--- src/rtl/burst_shift_register.sv ---
// burst_shift_register: parallel-load shift register with rotate/fill modes and an autonomous burst engine.
module burst_shift_register #(
  parameter int WIDTH = 16,
  parameter bit ROTATE = 1'b1,
  localparam int CW = $clog2(WIDTH) + 1
) (
  input  logic             clock,
  input  logic             reset,
  input  logic             load,
  input  logic [WIDTH-1:0] data,
  input  logic             shift_en,
  input  logic             dir,
  input  logic             serial_in,
  input  logic             start,
  input  logic [CW-1:0]    count,
  output logic [WIDTH-1:0] q,
  output logic             out,
  output logic             busy,
  output logic             done
);
  localparam logic [0:0] IDLE = 1'b0, BURST = 1'b1;
  logic [0:0]    state;
  logic [CW-1:0] remaining;
  logic          burst_dir, active_dir;
  logic [WIDTH-1:0] shifted;
  assign busy = (state == BURST);
  assign active_dir = busy ? burst_dir : dir;
  assign out = active_dir ? q[0] : q[WIDTH-1];
  // One shifter serves both single shifts and bursts, steered by the active direction
  assign shifted = active_dir ? {ROTATE ? q[0] : serial_in, q[WIDTH-1:1]}
                              : {q[WIDTH-2:0], ROTATE ? q[WIDTH-1] : serial_in};
  always_ff @(posedge clock) begin
    if (!reset) begin
      q <= '0;
      state <= IDLE;
      remaining <= '0;
      burst_dir <= 1'b0;
      done <= 1'b0;
    end else begin
      done <= 1'b0;
      if (load) begin
        q <= data;
        state <= IDLE;
        remaining <= '0;
      end else if (state == BURST) begin
        q <= shifted;
        remaining <= remaining - 1'b1;
        if (remaining == CW'(1)) begin
          state <= IDLE;
          done <= 1'b1;
        end
      end else if (start && count != '0) begin
        state <= BURST;
        remaining <= count;
        burst_dir <= dir;
      end else if (shift_en) begin
        q <= shifted;
      end
    end
  end
endmodule
--- config.mk ---
export PLATFORM = sky130hd
export DESIGN_NAME = burst_shift_register
export DESIGN_NICKNAME = d
export VERILOG_FILES = /design/src/rtl/burst_shift_register.sv
export SDC_FILE = /design/constraint.sdc
export NUM_CORES = 1
export LEC_CHECK = 0
export ABC_AREA = 0
export CORE_ASPECT_RATIO = 1.1
export CORE_MARGIN = 2
export CORE_UTILIZATION = 40
export DETAILED_ROUTE_END_ITERATION = 8
export PLACE_DENSITY = 0.84
export SLEW_MARGIN = 25
export SYNTH_ARGS = -nofsm -noshare
export SYNTH_HDL_FRONTEND = slang
export SYNTH_SLANG_ARGS = --single-unit
--- constraint.sdc ---
create_clock -name clock -period 1.95 [get_ports clock]
set_clock_uncertainty 0.15 [all_clocks]
set_input_delay 0.195 -clock clock [delete_from_list [all_inputs] [get_ports clock]]
set_output_delay 0.195 -clock clock [all_outputs]
set_load 0.03 [all_outputs]
# ---- Yosys cells after proc, flatten, opt, wreduce, memory -nomap -nowiden
# Index checks and enable logic that the tools add are counted.
dict set report totals {
  register_bits 24
  inputBits 28
  output_inout_bits 19
  wordCells 32
}
dict set report op_classes {
  n_addsub 1
  eq_ne 2
  mux 13
  bitwise_logic 3
  n_reduce_logical 8
}
# cell n
set op_table {}
lappend op_table {{$mux 16} 5}
lappend op_table {{$mux 5} 2}
lappend op_table {{$mux 1} 6}
lappend op_table {{$eq 5x1->1 const B} 1}
lappend op_table {{$reduce_bool 5->1} 1}
lappend op_table {{$sub 5x1->5 const B} 1}
lappend op_table {{$ne 3x3->1 const B} 1}
lappend op_table {{$not 1->1} 3}
lappend op_table {{$reduce_and 3->1} 1}
lappend op_table {{$reduce_bool 3->1} 1}
lappend op_table {{$reduce_or 3->1} 1}
lappend op_table {{$reduce_and 2->1} 1}
lappend op_table {{$reduce_bool 2->1} 1}
lappend op_table {{$reduce_or 2->1} 1}
lappend op_table {{$logic_and 1x1->1} 1}

# ---- Logic depth before layout (Yosys ltp)
# Gate-level depths: netlist of run 1.
dict set report depth {
  depth_word 6
  ltp_mapped 7
  ltp_nobuf 5
}

# ---- Least setup slack after synthesis of run 1
# No wires, ideal clock.
dict set report synth_timing {
  path_type {flip-flop to flip-flop}
  startpoint {register state (netlist: busy)}
  endpoint {register q[10]}
  setup_time_ns 0.117
  arrival_time_ns 1.928
  t_required_ns 1.683
  slack_ns -0.245
  path_stages_with_launch 7
  n_path_buf 2
  period_less_slack_ns 2.195
  cell_sequence {dfxtp_1 -> buf_6 -> mux2i_4 -> buf_6 -> mux2_4 -> mux2_2 -> a22o_1}
}
dict set report synth_between {
  elab_chain_len 6
  elab_cells_between_ends 9
  classes_between {eq/ne (1); mux (6); reduce/logical (2)}
}
# item line
set synth_lines {}
lappend synth_lines {{start: declaration} 22} ;# logic [0:0] state;
lappend synth_lines {{start signal: assignment} 35} ;# state <= IDLE;
lappend synth_lines {{start signal: assignment} 43} ;# state <= IDLE;
lappend synth_lines {{start signal: assignment} 49} ;# state <= IDLE;
lappend synth_lines {{$mux 1} 27} ;# assign active_dir = busy ? burst_dir : dir;
lappend synth_lines {{$mux 16} 30} ;# assign shifted = active_dir ? {ROTATE ? q[0] : serial_in, q[WIDTH-1:1]}
lappend synth_lines {{$mux 16} 56} ;# end else if (shift_en) begin
lappend synth_lines {{$mux 16} 52} ;# end else if (start && count != '0) begin
lappend synth_lines {{$mux 16} 45} ;# end else if (state == BURST) begin
lappend synth_lines {{$mux 16} 41} ;# if (load) begin
lappend synth_lines {{end signal: assignment} 42} ;# q <= data;
lappend synth_lines {{end signal: assignment} 46} ;# q <= shifted;
lappend synth_lines {{end signal: assignment} 57} ;# q <= shifted;
lappend synth_lines {{end: declaration} 16} ;# output logic [WIDTH-1:0] q,
# Several ways; a longest one is shown, not always the timed one. The select of a mux whose other input is x is not followed.
# A chain may end at the register's enable or synchronous reset.

# ---- Worst setup path in the final report of run 1
dict set report layout_timing {
  startpoint {register state (netlist: busy)}
  endpoint {register q[2]}
}
# The elaborated chain is that of the path after synthesis.

==> results of run 1 <==
-- power groups by stage --
stage	clock (mW)	combinational [mW]	sequential, mW
2_1_floorplan	0	0.176	0.606
3_3_place_gp	0	0.364	0.565
3_5_place_dp	0	0.373	0.566
4_1_cts	0.275	0.375	0.555
5_1_grt	0.296	0.399	0.561
6_report	0.266	0.375	0.555
-- cell type report --
class,instances,area [um2],area share [%]
multi-input combinational,88,825,42.2
timing repair buffer,55,554,28.4
sequential,24,484,24.8
inverter,2,7.51,0.385
clock buffer,4,36.3,1.86
tap,36,45.0,2.31
-- critical path, stage by stage (launching register included) --
cell and delay, ns:
dfxtp_4 0.39, mux2i_4 0.31, buf_4 0.20, mux2_2 0.33
mux2_2 0.26, a22o_1 0.18
-- path summary, 6_finish.rpt --
check	slack (ns)	end	startpoint	cells past startpoint
worst min-delay path	0.37	burst_dir	dir	3
worst max register to register	0.04	q[2]	busy	5
worst max-delay path	0.04	q[2]	busy	5
worst min register to register	0.40	remaining[2]	remaining[2]	2
-- per-stage QoR --
step	worst slack [ns]	cell area (um2)	cells	TNS [ns]
6_report	0.0424	1950	209	0
5_1_grt	-0.00541	1950	209	-0.00541
3_5_place_dp	-0.220	1900	204	-2.43
3_3_place_gp	-0.192	1900	204	-2.06
2_1_floorplan	-0.0890	1380	124	-0.626
4_1_cts	0.0111	1940	208	0
-- routing by layer --
metal	track usage, %	share of wire (%)
met5	0	0
met4	4.17	0.95
met3	3.74	4.9
met2	32.2	51
met1	19.7	43
-- sequential cells by signal, summed over array words and instances, names as in the netlist --
register   count
q             16
burst_dir      1
busy           1
remaining      5
done           1
-- cell usage in the layout, fill, tap and decap left out, types with 2 or more instances in the layout --
cell,synthesis,layout
clkdlybuf4s50_1,0,43
mux2_2,23,23
dfxtp_1,24,23
a22o_1,15,15
buf_4,2,8
mux2_4,7,7
a211oi_1,5,5
nor2b_1,4,4
nand2_1,4,4
a221oi_1,3,3
clkbuf_4,0,3
inv_1,2,2
nand2b_1,2,2
nor2_1,2,2
nor3_1,2,2
o211ai_1,2,2
ha_1,2,2
buf_12,0,2
-- logic make-up (layout without fill, tap and decap cells) --
logic type      Yosys count  in the layout
compound gates           34             34
xor+xnor                  2              2
fa+ha+maj                 2              2
buf+inv                  12             61
flops                    24             24
mux                      32             32
simple gates             18             18
-- repair_timing --
action / in CTS / in global routing
buffers inserted: 0 / 1
setup endpoints to repair: 0 / 5
hold endpoints to repair: 0 / 0
resized for setup: 0 / 2
==> impl_metrics.py, run 1 <==
metrics = {
    "run_status": {
        "status": "finished, final reports clean",
    },
    "synthesis": {
        "syn_avg_cell_area_um2": 11.1,
        "synth_async_sr_flop_share_pct": 0,
        "synth-compound-area-share_pct": 20.7,
        "synth_area_leaders": "dfxtp_1 (35%), mux2_2 (19%), a22o_1 (9.6%)",
        "synth.top_cell.area_share_pct": 35.0,
        "synth.most_common_cell": "dfxtp_1",
        "synth_area_leader_cell": "dfxtp_1",
        "synth_fa_ha_area_share_pct": 1.82,
        "yosys_warnings": 0,
        "muxShareOfSynthArea_pct": 28.9,
        "synth_simple_gate_area_share_pct": 7.38,
        "synth-edff-count": 0,
        "syn_inst": 124,
        "synth_top_family_by_area": "multiplexers",
        "ys_top_cells_by_count": "dfxtp_1 (24), mux2_2 (23), a22o_1 (15), mux2_4 (7)",
        "synth_xor_xnor_area_share_pct": 1.28,
        "yosysSeqAreaShare_pct": 35.0,
        "synth_area_um2": 1370,
        "synth_cell_types": 35,
        "ys_ff_latch": 24,
        "syn_nets": 154,
        "ys.flop_type": "dfxtp_1",
    },
    "floorplan": {
        "dieArea_um2": 3920,
        "die_x_um": 59.9,
        "fp.dieH_um": 65.5,
        "ios": 47,
        "row_count": 22,
        "core_area_um2": 3300,
        "start_util_pct": 41.6,
    },
    "placement": {
        "portBuffers": 45,
        "gp_congestion": 0.773,
        "place_hpwl_um": 2500,
    },
    "sta": {
        "whs_ns": 0.371,
        "clock.fmax_ghz": 0.524,
        "max_slew_margin_pct": 77.3,
        "finalSetupViolCount": 0,
        "worstMarginPinSlew_ns": 0.336,
        "slew_violations": 0,
        "final_hold_viol_count": 0,
        "rsz0062_at_grt": "true",
        "fin_crit_ns": 1.91,
        "finalCritPeriodShare_pct": 97.8,
    },
    "power": {
        "power.share.clock_pct": 22.2,
        "p_sw_share_pct": 28.8,
        "leakage_nw": 0.803,
        "power_frac_seq_pct": 46.4,
        "fin_total_pwr_mw": 1.20,
        "power_density_nw_per_um2": 612,
        "irDropWorstVdd_v": 0.000242,
        "power.switching_uw": 345,
        "combPwrFrac_pct": 31.3,
        "internal_power_uw": 851,
    },
    "routing": {
        "wl_per_cell_um": 15.7,
        "drtIter0Drc": 46,
        "drc": 0,
        "route.vias.total": 1165,
        "final_antenna_net_count": 0,
        "viasPerCell": 5.57,
        "routed_wl_um": 3280,
        "dr.pass1.iters": 4,
    },
    "grt": {
        "first_global_vias": 1226,
        "grt-ovfl-total": 0,
        "grt_pass1_wl_um": 5270,
        "antenna_found_initial": 0,
        "grt_usage_pct": 17.4,
        "grt_max_degree": 20,
    },
    "worst_hold_path": {
        "hp-class": "input pin to flip-flop",
    },
    "clock_network": {
        "clkSinkCount": 24,
        "htreeDepth": 1,
        "cts_tree": "yes",
        "clk_path_buf_depth": 2,
        "clock_latency_ns": 0.31,
        "clockRootBuffer": "clkbuf_4",
        "cts_hold_buf": 0,
        "cts_buffers": 3,
        "clk_pin_slew_ns": 0.14,
    },
    "final_layout": {
        "area_growth_pct": 42.1,
        "final_nets": 204,
        "diodes": 0,
        "layout-drive-gt1-share_pct": 27.7,
        "final_util_pct": 59.1,
        "n_fill_cell": 300,
    },
    "setup_path": {
        "crit_required_ns": 2.03,
        "crit_path_start_kind": "flip-flop",
        "worstPathMaxFanout": 5,
        "path_class": "flip-flop to flip-flop",
        "cp.arrival_ns": 1.98,
        "cp-end-kind": "flip-flop",
    },
    "run": {
        "cap_violations": 0,
    },
}
Power figures use the tool's default switching activity.
==> run 2, diff against run 1 <==
--- a/config.mk
+++ b/config.mk
@@ -8,9 +8,10 @@
 export ABC_AREA = 0
 export CORE_ASPECT_RATIO = 1.1
 export CORE_MARGIN = 2
-export CORE_UTILIZATION = 40
+export CORE_UTILIZATION = 42
+export CTS_BUF_LIST = sky130_fd_sc_hd__clkbuf_2 sky130_fd_sc_hd__clkbuf_4 sky130_fd_sc_hd__clkbuf_8
 export DETAILED_ROUTE_END_ITERATION = 8
-export PLACE_DENSITY = 0.84
+export PLACE_DENSITY = 0.87
 export SLEW_MARGIN = 25
 export SYNTH_ARGS = -nofsm -noshare
 export SYNTH_HDL_FRONTEND = slang
==> run 2 against run 1 <==
Compared with the run above:
- count of clock-buffer cells in the layout decreased by 1
- register-to-register slack got worse by 0.04 ns
- via count increased by 3.9%
- total power increased by 8.8%
- clock power increased by 36%
- global-route usage increased by 2.8 points
- die area decreased by 4.5%
- sequential power about the same
- critical endpoint is now q[1]
==> impl_metrics.py, run 2 (synthesis results as in run 1) <==
metrics = {
    "final_layout": {
        "reg.largest.list": "q x16, remaining x5",
        "layout-drive-gt1-share_pct": 30.3,
        "diodes": 0,
        "largest_reg_flops": 16,
        "final_nets": 209,
        "top_register": "q",
        "final_common_cell": "clkdlybuf4s50_1",
        "layout_common_cells": "clkdlybuf4s50_1 (43), mux2_2 (23), dfxtp_1 (23), a22o_1 (15), buf_4 (14)",
        "area_growth_pct": 44.9,
    },
    "floorplan": {
        "row_count": 21,
        "start_util_pct": 44.7,
        "dieArea_um2": 3750,
        "ios": 47,
        "die_x_um": 58.5,
        "fp.dieH_um": 64.0,
        "core_area_um2": 3070,
    },
    "power": {
        "leakage_nw": 0.829,
        "irDropWorstVdd_v": 0.000441,
        "fin_total_pwr_mw": 1.30,
        "power_density_nw_per_um2": 653,
    },
    "grt": {
        "grt-ovfl-total": 0,
        "grt_usage_pct": 20.2,
        "grt_max_degree": 20,
        "first_global_vias": 1306,
        "grt_pass1_wl_um": 5980,
        "antenna_found_initial": 0,
    },
    "routing": {
        "route.vias.total": 1210,
        "drtIter0Drc": 22,
        "final_antenna_net_count": 0,
        "wl_per_cell_um": 16.1,
        "viasPerCell": 5.71,
        "routed_wl_um": 3420,
        "dr.pass1.iters": 4,
        "drc": 0,
    },
    "sta": {
        "clock.fmax_ghz": 0.514,
        "whs_ns": 0.371,
        "final_hold_viol_count": 0,
        "worstMarginPinSlew_ns": 0.381,
        "rsz0062_at_grt": "true",
        "fin_ws_ns": 0.00492,
        "fin_crit_ns": 1.95,
        "max_slew_margin_pct": 74.3,
        "finalSetupViolCount": 0,
        "finalCritPeriodShare_pct": 99.7,
        "slew_violations": 0,
    },
    "setup_path": {
        "crit_required_ns": 2.02,
        "cp-end-kind": "flip-flop",
        "path_class": "flip-flop to flip-flop",
        "crit_path_start_kind": "flip-flop",
        "cp.arrival_ns": 2.01,
        "worstPathMaxFanout": 5,
    },
    "clock_network": {
        "htreeDepth": 1,
        "clockRootBuffer": "clkbuf_4",
        "cts_buffers": 3,
        "clk_pin_slew_ns": 0.13,
        "clk_path_buf_depth": 2,
        "cts_hold_buf": 0,
        "cts_tree": "yes",
        "clock_latency_ns": 0.32,
        "clkSinkCount": 24,
    },
    "worst_hold_path": {
        "hp-class": "input pin to flip-flop",
    },
    "placement": {
        "place_hpwl_um": 2490,
        "gp_congestion": 0.739,
        "dp_slack_ns": -0.242,
        "portBuffers": 45,
    },
    "run": {
        "cap_violations": 0,
    },
    "run_status": {
        "status": "finished, final reports clean",
    },
}
[run 2: worst paths after layout]
path         startpoint        end  slack [ns]  cells after the start
max                busy       q[1]       0.005                      6
min                 dir  burst_dir        0.37                      3
max reg2reg        busy       q[1]       0.005                      6
min reg2reg   burst_dir  burst_dir        0.40                      2
[run 2: power breakdown]
| part | internal (mW) | switching (mW) | total, mW |
|---|---|---|---|
| logic | 0.219 | 0.164 | 0.383 |
| registers | 0.521 | 0.0348 | 0.556 |
| clock network | 0.208 | 0.154 | 0.362 |
[run 2: worst max-delay path, cell delays in order, from the launching register on]
cell and delay, ns:
dfxtp_4 0.38, mux2i_4 0.28, buf_4 0.16, buf_4 0.11, mux2_2 0.33, mux2_2 0.26, a22o_1 0.18
[run 2: cell type report]
type,instances,area (um2)
Clock buffer,3,22.5
Multi-Input combinational cell,88,831
Clock inverter,1,30.0
Timing Repair Buffer,60,573
Sequential cell,24,484
Inverter,2,7.51
Tap cell,34,42.5
Fill cell,252,1080
[run 2: stage by stage]
step / util [%] / area (um2) / instances / TNS [ns]
after global placement: 61.9 / 1900 / 204 / -2.97
after detailed placement: 61.9 / 1900 / 204 / -3.35
after CTS: 64.3 / 1980 / 211 / 0
final: 64.8 / 1990 / 212 / 0
after floorplan: - / 1380 / 124 / -0.626
after global routing: 64.8 / 1990 / 212 / -0.550
[run 2: timing repair]
action,CTS,global route
gates resized for setup,1,4
endpoints found under the setup margin,1,18
buffers inserted,3,1
[run 2: metal layers]
layer	vias to the layer above	track usage [%]	routed length, um	share of wire, %
met2	47	33.8	1750	51
met1	569	23.7	1350	39
met5	-	0	0	0
met3	6	7.49	285	8.3
li1	588	-	-	-
met4	0	5.81	38	1.1
==> RTL edit: new RTL, flow settings as in run 2 <==
`WIDTH`: 16 -> 64.
--- a/src/rtl/burst_shift_register.sv
+++ b/src/rtl/burst_shift_register.sv
@@ -1,6 +1,6 @@
 // burst_shift_register: parallel-load shift register with rotate/fill modes and an autonomous burst engine.
 module burst_shift_register #(
-  parameter int WIDTH = 16,
+  parameter int WIDTH = 64,
   parameter bit ROTATE = 1'b1,
   localparam int CW = $clog2(WIDTH) + 1
 ) (
Ports: changed (resized count, data and q); port bits go from 47 to 145. No check against the original RTL was run, so the function may have changed too.
==> RTL edit against run 2 <==
Die area rose to 2.9 times the old value; final cell count grew to 3.3 times the old value; synthesized cell count rose to 3.5 times the old value; sequential cell count up 50; first-iteration DRC count increased to 12 times the old value; synthesized area grew to 3.0 times the old value; design area grew to 3.2 times the old value; sequential share of layout area decreased by 0.76 points; routed wire length increased to 3.6 times the old value; setup slack improved by 0.0043 ns; critical path depth did not move; combinational power rose to 3.5 times the old value; core utilization down 0.081 points; power increased to 3.5 times the old value; largest cell class unchanged.
==> RTL edit: results (changes against run 2) <==
- Critical path peak fanout: 27 (+22)
- Vias per cell: 5.89 (+3.3%)
- Vias in the first global route: 3882 (+200%)
- Ys flop type: dfxtp_1
- Ys async rst share: 0 (unchanged)
- First-pass GRT wire length: 18200 um (+210%)
- Drt first pass iters: 5 (+1)
- Placed cell count: 676 (+230%)
- Syn nets: 510 (+230%)
- Final Instance Count excl. Fillers: 703 (+230%)
- CTS Buf Count: 9 (+6)
- H-tree Lvls: 3 (+2)
- IO Port Bufs: 143 (+220%)
- Clk_lat worst skew: 0.34 ns (+0.02 ns)
- Tot GR Track Use: 0.210 (+0.00779)
- Synth Area in Adders: 0.00602 (-0.0122)
- YS warnings: 0 (unchanged)
- Root buffer cell: clkbuf_8
- Setup_tns: 0 ns (unchanged)
- Seq/Total Area, Yosys: 0.356 (+0.00636)
- Final HPWL from detailed placement: 8050 um (+220%)
- Outcome: complete, no violations
- Initial antenna violation count: 0 (unchanged)
- Max-slew headroom: 0.661 (-0.0815)
- Largest registers: q (64), remaining (7)
- Post-synthesis xor/xnor area fraction: 0 (-0.0128)
- Most instantiated cells after synthesis: 74 x dfxtp_1, 63 x nand2b_1, 63 x nor2b_1, 61 x a211o_1, 61 x a32o_1
- Layout cells sized above 1: 0.123 (-0.180)
- Worst-case clock buffer depth: 2 (unchanged)
- Placed Area: 0.00578 mm2 (+200%)
- Nets: 658 (+210%)
- Mux contribution to synthesized area: 0.0268 (-0.262)
- Gpl congestion: 0.793 (+7.3%)
- Post-synthesis cell type count: 42 (+20%)
- Wire per inst: 17.4 um (+7.8%)
- Initial DRC Count: 266 (+1100%)
- Syn Area/Cell: 9.67 um2 (-13%)
- Synth Area in Compound Gates: 0.323 (+0.116)
- Leak: 2.52 nW (+200%)
- Synth area leaders: dfxtp_1 36%, a32o_1 15%, a211o_1 13%
- Worst vdd ir: 442 uV (+0.27%)
- Largest net degree at the start of global routing: 77 (+290%)
- Worst-path clk slew: 0.08 ns (-0.05 ns)
## RTL edit: per-stage QoR
stage	hold slack [ns]	worst slack (ns)
after floorplan	0.181	-0.0134
after global placement	0.350	-0.464
after detailed placement	0.355	-0.490
after CTS	0.0527	-0.0361
after global routing	0.0541	-0.0285
final	0.0778	0.00923
## RTL edit: logic make-up (layout without fill, tap and decap cells)
| kind of cell | count (synthesis) | in the layout |
|---|---|---|
| AOI/OAI and AO/OA | 149 | 149 |
| adders and majority gates | 2 | 2 |
| buffers and inverters | 48 | 201 |
| DFF | 74 | 74 |
| muxes | 9 | 9 |
| and+or+nand+nor | 148 | 148 |
## RTL edit: cell type report
type,count,area [um2]
Clock inverter,7,118
Multi-Input combinational cell,308,2420
Tap cell,120,150
Fill cell,785,3440
Timing Repair Buffer,181,1990
Clock buffer,9,124
Sequential cell,74,1490
Inverter,4,15.0
## RTL edit: power by group
part / total [mW] / internal (mW) / switching (mW)
Sequential: 1.76 / 1.63 / 0.129
Clock: 1.44 / 0.850 / 0.595
Combinational: 1.35 / 0.728 / 0.623
## RTL edit: path summary, 6_finish.rpt
path	start	to	slack (ns)	depth (start not counted)
setup / recovery	count[4]	q[34]	0.009	6
hold / removal	load	burst_dir	0.08	2
setup reg to reg	busy	q[62]	0.04	6
hold reg to reg	q[50]	q[50]	0.38	1
## RTL edit: what timing repair did
item | CTS | global route
gates cloned | 2 | 5
buffers inserted | 4 | 1
hold buffers | 0 | 0
gates resized for setup | 12 | 11
endpoints found under the hold margin | 0 | 0
pin swaps | 0 | 3
setup endpoints to repair | 66 | 50
## RTL edit: worst max-delay path, cell delays in order
cell	delay [ns]
clkdlybuf4s50_1	0.43
or4b_4	0.54
o221a_4	0.27
and2_4	0.19
buf_12	0.16
a32o_1	0.21
## RTL edit: layer usage
| layer | wire length (um) | track usage |
|---|---|---|
| met3 | 694 | 0.0407 |
| met2 | 6270 | 0.359 |
| met5 | 0 | 0 |
| met4 | 242 | 0.0841 |
| met1 | 5000 | 0.260 |
